===== src/rtl/spectrum_peak_finder.sv =====
// Purpose: find the two strongest bins (power re*re + im*im) of each N-bin spectrum frame.
// Latency: result valid 3 edges after the edge that transfers bin N-1; one frame result in flight.
// Backpressure: s_ready is low from the last bin until the result is taken; results hold while m_ready=0.
//
// Ports:
//   ap_clk, ap_rst_n       clock (rising edge), asynchronous active-low reset
//   s_valid/s_ready        input bin handshake; s_re/s_im signed W-bit bin, s_last marks bin N-1
//   m_valid/m_ready        result handshake
//   pk1_bin/pk1_pow        index and unsigned 2W-bit power of the largest bin
//   pk2_bin/pk2_pow        index and power of the second-largest bin
//   frame_err              sticky: s_last disagreed with the internal bin count in this frame
//   busy                   frame partially received, draining, or result pending
module spectrum_peak_finder #(
  parameter int N       = 256,
  parameter int W       = 16,
  parameter bit SKIP_DC = 1'b0
) (
  input  logic                   ap_clk,
  input  logic                   ap_rst_n,
  input  logic                   s_valid,
  output logic                   s_ready,
  input  logic signed [W-1:0]    s_re,
  input  logic signed [W-1:0]    s_im,
  input  logic                   s_last,
  output logic                   m_valid,
  input  logic                   m_ready,
  output logic [$clog2(N)-1:0]   pk1_bin,
  output logic [2*W-1:0]         pk1_pow,
  output logic [$clog2(N)-1:0]   pk2_bin,
  output logic [2*W-1:0]         pk2_pow,
  output logic                   frame_err,
  output logic                   busy
);

  localparam int LB = $clog2(N);
  localparam int PW = 2 * W;

  localparam logic [1:0] ST_ACC   = 2'd0;
  localparam logic [1:0] ST_FLUSH = 2'd1;
  localparam logic [1:0] ST_OUT   = 2'd2;

  localparam logic [LB-1:0] K_LAST = LB'(N - 1);

  // ---------------------------------------------------------------------------
  // Control state
  // ---------------------------------------------------------------------------
  logic [1:0]    state_q, state_d;
  logic [LB-1:0] k_q, k_d;
  logic          err_q, err_d;
  // Holds s_ready low during reset and until the first edge after release.
  logic          rdy_en_q;

  // ---------------------------------------------------------------------------
  // Power pipeline
  // ---------------------------------------------------------------------------
  logic          s1_vld_q;
  logic [LB-1:0] s1_bin_q;
  logic [PW-1:0] s1_sq_re_q;
  logic [PW-1:0] s1_sq_im_q;

  logic          s2_vld_q;
  logic [LB-1:0] s2_bin_q;
  logic [PW-1:0] s2_pow_q;

  // ---------------------------------------------------------------------------
  // Peak registers
  // ---------------------------------------------------------------------------
  logic [LB-1:0] pk1_bin_q, pk1_bin_d;
  logic [PW-1:0] pk1_pow_q, pk1_pow_d;
  logic [LB-1:0] pk2_bin_q, pk2_bin_d;
  logic [PW-1:0] pk2_pow_q, pk2_pow_d;

  logic xfer;
  logic out_hs;
  logic k_is_last;
  logic dc_masked;

  logic signed [PW-1:0] re_x;
  logic signed [PW-1:0] im_x;
  logic signed [PW-1:0] sq_re;
  logic signed [PW-1:0] sq_im;

  assign s_ready   = rdy_en_q && (state_q == ST_ACC);
  assign xfer      = s_valid && s_ready;
  assign m_valid   = (state_q == ST_OUT);
  assign out_hs    = m_valid && m_ready;
  assign k_is_last = (k_q == K_LAST);

  // Squares are formed at full 2W width; each is at most 2^(2W-2), so the
  // truncating multiply is exact and the later sum fits in 2W unsigned bits.
  assign re_x  = PW'(s_re);
  assign im_x  = PW'(s_im);
  assign sq_re = re_x * re_x;
  assign sq_im = im_x * im_x;

  // ---------------------------------------------------------------------------
  // Frame FSM. The bin counter alone decides the frame end; s_last is only
  // cross-checked against it. FLUSH waits for the final bin to leave both
  // pipeline stages (it reaches the peak registers on the second FLUSH edge),
  // so OUT is entered on the third edge after the last transfer.
  // ---------------------------------------------------------------------------
  always_comb begin
    state_d = state_q;
    k_d     = k_q;
    err_d   = err_q;
    case (state_q)
      ST_ACC: begin
        if (xfer) begin
          k_d = k_q + LB'(1);
          if (s_last != k_is_last) begin
            err_d = 1'b1;
          end
          if (k_is_last) begin
            state_d = ST_FLUSH;
          end
        end
      end
      ST_FLUSH: begin
        if (!s1_vld_q && !s2_vld_q) begin
          state_d = ST_OUT;
        end
      end
      ST_OUT: begin
        if (out_hs) begin
          state_d = ST_ACC;
          k_d     = '0;
          err_d   = 1'b0;
        end
      end
      default: begin
        state_d = ST_ACC;
        k_d     = '0;
        err_d   = 1'b0;
      end
    endcase
  end

  always_ff @(posedge ap_clk or negedge ap_rst_n) begin
    if (!ap_rst_n) begin
      state_q  <= ST_ACC;
      k_q      <= '0;
      err_q    <= 1'b0;
      rdy_en_q <= 1'b0;
    end else begin
      state_q  <= state_d;
      k_q      <= k_d;
      err_q    <= err_d;
      rdy_en_q <= 1'b1;
    end
  end

  // ---------------------------------------------------------------------------
  // Stage 1: register both squares with the bin tag.
  // Stage 2: register the sum.
  // ---------------------------------------------------------------------------
  always_ff @(posedge ap_clk or negedge ap_rst_n) begin
    if (!ap_rst_n) begin
      s1_vld_q   <= 1'b0;
      s1_bin_q   <= '0;
      s1_sq_re_q <= '0;
      s1_sq_im_q <= '0;
      s2_vld_q   <= 1'b0;
      s2_bin_q   <= '0;
      s2_pow_q   <= '0;
    end else begin
      s1_vld_q <= xfer;
      if (xfer) begin
        s1_bin_q   <= k_q;
        s1_sq_re_q <= sq_re;
        s1_sq_im_q <= sq_im;
      end
      s2_vld_q <= s1_vld_q;
      if (s1_vld_q) begin
        s2_bin_q <= s1_bin_q;
        s2_pow_q <= s1_sq_re_q + s1_sq_im_q;
      end
    end
  end

  // ---------------------------------------------------------------------------
  // Stage 3: peak tracking. Strict compares keep the earlier (lower) bin on
  // ties, and a zero-power bin can never displace the (0,0) start values.
  // The handshake that releases a result also seeds the next frame; the
  // pipeline is empty in OUT, so the two branches never compete.
  // ---------------------------------------------------------------------------
  assign dc_masked = SKIP_DC && (s2_bin_q == '0);

  always_comb begin
    pk1_bin_d = pk1_bin_q;
    pk1_pow_d = pk1_pow_q;
    pk2_bin_d = pk2_bin_q;
    pk2_pow_d = pk2_pow_q;
    if (out_hs) begin
      pk1_bin_d = '0;
      pk1_pow_d = '0;
      pk2_bin_d = '0;
      pk2_pow_d = '0;
    end else if (s2_vld_q && !dc_masked) begin
      if (s2_pow_q > pk1_pow_q) begin
        pk2_bin_d = pk1_bin_q;
        pk2_pow_d = pk1_pow_q;
        pk1_bin_d = s2_bin_q;
        pk1_pow_d = s2_pow_q;
      end else if (s2_pow_q > pk2_pow_q) begin
        pk2_bin_d = s2_bin_q;
        pk2_pow_d = s2_pow_q;
      end
    end
  end

  always_ff @(posedge ap_clk or negedge ap_rst_n) begin
    if (!ap_rst_n) begin
      pk1_bin_q <= '0;
      pk1_pow_q <= '0;
      pk2_bin_q <= '0;
      pk2_pow_q <= '0;
    end else begin
      pk1_bin_q <= pk1_bin_d;
      pk1_pow_q <= pk1_pow_d;
      pk2_bin_q <= pk2_bin_d;
      pk2_pow_q <= pk2_pow_d;
    end
  end

  // ---------------------------------------------------------------------------
  // Outputs. The peak registers and frame_err do not move while in OUT, so
  // the result stays stable under backpressure without extra holding logic.
  // ---------------------------------------------------------------------------
  assign pk1_bin   = pk1_bin_q;
  assign pk1_pow   = pk1_pow_q;
  assign pk2_bin   = pk2_bin_q;
  assign pk2_pow   = pk2_pow_q;
  assign frame_err = err_q;
  assign busy      = (k_q != '0) || (state_q != ST_ACC);

endmodule


===== config.mk =====
export PLATFORM = sky130hd
export DESIGN_NAME = spectrum_peak_finder
export DESIGN_NICKNAME = d
export VERILOG_FILES = /design/src/rtl/spectrum_peak_finder.sv
export SDC_FILE = /design/constraint.sdc
export NUM_CORES = 2
export LEC_CHECK = 0
export BUFFER_PORTS_ARGS = -buffer_cell sky130_fd_sc_hd__clkbuf_2
export CORE_UTILIZATION = 65
export CTS_CLUSTER_SIZE = 8
export DETAILED_ROUTE_END_ITERATION = 7
export GPL_TIMING_DRIVEN = 0
export PLACE_DENSITY = 0.83
export SYNTH_ARGS = -nofsm -noshare
export SYNTH_HDL_FRONTEND = slang
export SYNTH_SLANG_ARGS = --single-unit

===== constraint.sdc =====
create_clock -name ap_clk -period 3.17 [get_ports ap_clk]
set_clock_uncertainty 0.1 [all_clocks]
set_input_delay 0.1585 -clock ap_clk [delete_from_list [all_inputs] [get_ports ap_clk]]
set_output_delay 0.1585 -clock ap_clk [all_outputs]
set_load 0.05 [all_outputs]

# After elaboration in Yosys (flattened, before gate mapping)
# Index checks and enable logic that the tools add are counted.
[op_classes]
n_shift = 0
mux = 26
n_div = 0
reduce_logical = 18
n_eq_ne = 9
order_cmp = 2
n_addsub = 2
bitwise_logic = 1
mul = 2
[ops]
columns = ["cell", "count"]
rows = [
  ["two-way mux 32 bit", 7],
  ["two-way mux 8 bit", 9],
  ["greater-than comparator 32 bit", 2],
  ["multiplier 16 x 16 -> 32 bit", 2],
  ["adder 32 bit", 1],
  ["case mux 8 bit (3 select lines)", 1],
  ["adder 8 x 1 -> 8 bit (second input constant)", 1],
  ["equality test 8 bit (second input constant)", 1],
  ["two-way mux 2 bit", 4],
  ["AND reduction 4 bit", 2],
  ["nonzero test 8 bit", 1],
  ["!= test 2 bit (second input constant)", 3],
  ["case mux 2 bit (3 select lines)", 1],
  ["nonzero test 2 bit", 3],
  ["logical AND 1 bit", 4],
  ["!= test 2 x 1 -> 1 bit (second input constant)", 2],
  ["AND reduction 2 bit", 2],
  ["two-way mux 1 bit", 3],
  ["case mux 1 bit (3 select lines)", 1],
  ["AND reduction 3 bit", 1],
  ["nonzero test 3 bit", 1],
  ["equality test 2 x 1 -> 1 bit (second input constant)", 1],
  ["equality test 2 bit (second input constant)", 1],
  ["logical NOT 1 bit", 2],
  ["other kinds (4)", 4],
]
[totals]
romBits = 0
memories = 0
ramBits = 0
ff_bits = 206
latchBits = 0

# Logic depth before layout (Yosys ltp)
[depth]
depth_word = 5
ltp_mapped = 24

# Worst setup path after synthesis
# No wires, ideal clock.
[synth_path]
path_kind = "input to register"
startpoint = "in s_re[5]"
endpoint = "reg s1_sq_re_q[26]"
stages = 21
setup_slack_ns = -2.773
t_arrival_ns = 5.713
required_ns = 2.940
path_buffers = 2
cell_sequence = "clkbuf_1 -> clkbuf_1 -> nand2_1 -> fa_1 -> fa_1 -> fa_1 -> inv_1 -> fa_1 -> fa_1 -> inv_1 -> fa_1 -> inv_1 -> ha_1 -> o21a_1 -> o21ai_0 -> o21bai_1 -> o41a_1 -> o41a_1 -> a21oi_1 -> xor2_1 -> o21ai_1"
[synth_between]
elab_chain_len = 1
[synth_lines]
columns = ["item", "line_no", "source"]
rows = [
  ["start: declaration", "22", "input logic signed [W-1:0] s_re,"],
  ["multiplier 16 x 16 -> 32 bit", "93", "assign sq_re = re_x * re_x;"],
  ["end signal: assignment", "169", "s1_sq_re_q <= sq_re;"],
  ["end: declaration", "58", "logic [PW-1:0] s1_sq_re_q;"],
]
# No other way between the ends.
# A chain may end at the register's enable or synchronous reset.

# Final worst setup path
[layout_path]
startpoint = "in s_re[8]"
endpoint = "reg s1_sq_re_q[26]"
# The elaborated chain is that of the path after synthesis.

==> impl_results.md <==
- Post-DP HPWL: 60200 µm
- Synth Register Bits: 204
- Synth cell count leaders: 711 x inv_1, 468 x fa_1, 437 x nand2_1
- Violated checks: setup timing
- # diodes: 0
- Max Clock Freq: around 0.18 GHz
- First-pass GRT wire length: 128000 µm
- Synth area leader: fa_1
- Post-DP Area: ~32000 µm²
- CTS H-tree depth: 1
- Vias in the first global route: 25600
- Cells on worst reg2reg path: 11
- Slew Limit Fails: 0
- DRT Wirelength: 81800 µm
- CP delay by family, top: adder cells
- Required @ worst endpoint: 3.48 ns
- Layout cell share with drive strength beyond 1: 0.232
- Hold crit path type: input pin to register
- Crit path cell chain: clkbuf_16, clkbuf_16, nand2_4, inv_2, fa_1, inv_2, fa_1, fa_1, fa_1, inv_2, fa_1, fa_1, ha_4, a21o_4, o31ai_4, a211oi_4, o41a_1, o41a_1, a21oi_2, xor2_1, o21ai_1
- Placed Cells: between 3000 and 4000
- CTS Buf Count: 29
- Number of library cell types mapped by synthesis: 77
- Cell Area, Synth: around 30000 µm²
- Mean Syn Cell Area: 9.27 µm²
- CP max stage delay: about 0.6 ns
- Row cnt: 77
- Warnings from Yosys: 0
- Final ANT Viol Nets: 0
- Worst-Skew Late Latency: 0.55 ns
- Post-DR vias/cell: 5.86
- Worst Hold Depth: 3
- Syn_nets: between 3000 and 4000
- Register area share after synthesis: 0.174
- Number of DRC markers in iteration 0: 2086
- Pre-antenna DRT Iters: 6
- Root Buffer: clkbuf_16
- Layout Nets: between 4000 and 5000
- Vias: 23800
- Drt wl/cell: 20.1 µm
- Max-slew headroom: 0.471
- Post-synth top flop: dfrtp_1
- Antenna violations before repair: 0
- Critical-path top delay cell: fa_1
- Crit-path max FO: 4
- Crit path buf inv count: 5
- Worst Setup Start Kind: input pin
- Maxcap violations: 0
- Final Util: 0.806
- Total track usage: 0.348
- CTS tree: yes
- DRC: 0
- Number of synthesized flops with an enable pin: 0
- Outcome: complete, but fails checks
- Clock Path Buffers: 3
- Ranking of synthesized cells by area: fa_1 32%, dfrtp_1 17%, ha_1 12%, inv_1 9.1%, nand2_1 5.6%
- Die width: ~210 µm
- Largest net degree at the start of global routing: 119
- CP Capture Type: register
- Worst Tran Pin Value: between 0.7 and 0.8 ns
- Critical path class: input pin to register
- R2R setup slack: 0.04 ns
- Final instance area: approximately 36000 µm²
- Stages on worst setup path: 21
- Min Tclk post-route: 5.57 ns
- P&R area growth vs syn: 21.8%
- RSZ-0062 raised after global routing: true
- Starting density of the core: 0.662
- Most frequent CP cell: fa_1
- IO Pins: around 120
- Core area: 44300 µm²
- Total gr overflow: 0
- Synth Instances: 3162
- CP Data Arrival Time: 5.88 ns
- Final period util: 1.76
- Final Instance Count excl. Fillers: 4065
- # setup viols final: 51
- Yosys top cell area share: 0.320
- Die height: 214 µm
- Routability cong.: 0.942
- Count leader, synth: inv_1
- Die area: 46000 µm²
- Worst setup margin: -2.40 ns
- Dpl ws: -3.24 ns
- Reg clk slew, reported paths: 0.05 ns
- Port Buffer Count: ~120
- Final hold viol count: 0
- Total clock sinks: 204
- Asr flop ratio synth: 1.00
[area by class of cell]
cell class                 instances  area [µm²]
buffer                            99        1160
clock buffer                      30         729
clock inverter                     2        13.8
fill                            2596        8610
inverter                         713        2710
multi-input combinational       2144       22900
sequential                       204        5110
tap                              592         741
timing repair buffer             281        2350
[layout by cell type (no fill, tap or decap), drive strengths merged, types with 17 or more instances in the layout]
cell / n
xor2: 40
a21o: 36
ha: 274
nand3: 34
and2: 73
mux2: 68
dfrtp: 204
a21oi: 128
o21ai: 102
xnor2: 74
nand2: 438
inv: 705
nor2: 115
a211oi: 17
nor3: 19
mux2i: 44
clkbuf: 213
nand4: 18
fa: 468
buf: 193
[stage by stage]
stage / hold WS [ns] / setup TNS [ns]
floorplan: -0.237 / -86.70
finish: 0.0567 / -89.77
global placement: 0.335 / -504.68
detailed placement: -0.113 / -129.08
CTS: 0.0375 / -83.18
global route: 0.100 / -100.11
[worst min-delay path: stages]
cell      delay [ns]
clkbuf_8        0.13
clkinv_1        0.23
o21ai_0         0.14
[per-layer routing]
| layer | share of wire | track usage | wire length, µm |
|---|---|---|---|
| met5 | 0 | 0 | 0 |
| met4 | 0.044 | 0.121 | 3630 |
| met3 | 0.066 | 0.0461 | 5370 |
| met2 | 0.51 | 0.620 | 41700 |
| met1 | 0.38 | 0.437 | 31100 |
[worst paths after layout]
kind,from,end
setup / recovery,s_re[8],s1_sq_re_q[26]
hold / removal,s_re[0],s1_sq_re_q[0]
setup reg to reg,s2_pow_q[15],pk2_pow[8]
hold reg to reg,s1_vld_q,s2_vld_q
max in group asynchronous,ap_rst_n,s1_sq_im_q[7]
min in group asynchronous,ap_rst_n,pk2_pow[20]
[cell families (layout without fill, tap and decap cells)]
family	after synthesis	in the layout	synth area share
buffers and inverters	814	1125	0.106
flip-flops	204	204	0.174
XOR/XNOR	114	114	0.0341
AO/OA/AOI/OAI	406	406	0.0884
AND/OR/NAND/NOR	769	769	0.116
adder cells (fa/ha/maj)	742	742	0.436
multiplexers	112	112	0.0450
other	1	1	0.000128
[state kept, by name, summed over array words and instances, names as in the netlist]
signal / cells
s2_bin_q: 8
pk2_bin: 8
s1_bin_q: 8
frame_err: 1
k_q: 8
s1_sq_re_q: 31
s2_vld_q: 1
s1_sq_im_q: 31
pk1_pow: 32
pk1_bin: 8
pk2_pow: 32
state_q: 2
s2_pow_q: 32
s1_vld_q: 1
rdy_en_q: 1
[repair_timing]
action                     4_1_cts  5_1_grt
setup endpoints to repair      106      137
pin swaps                      104      154
hold buffers                     4        0
gates cloned                     0        1
buffers inserted               103       62
gates resized for setup        263      188
hold endpoints to repair       125        0
Power is left out: the tool's default activity adds up to more than one toggle a clock period on the data nets, which glitch-free logic cannot reach.
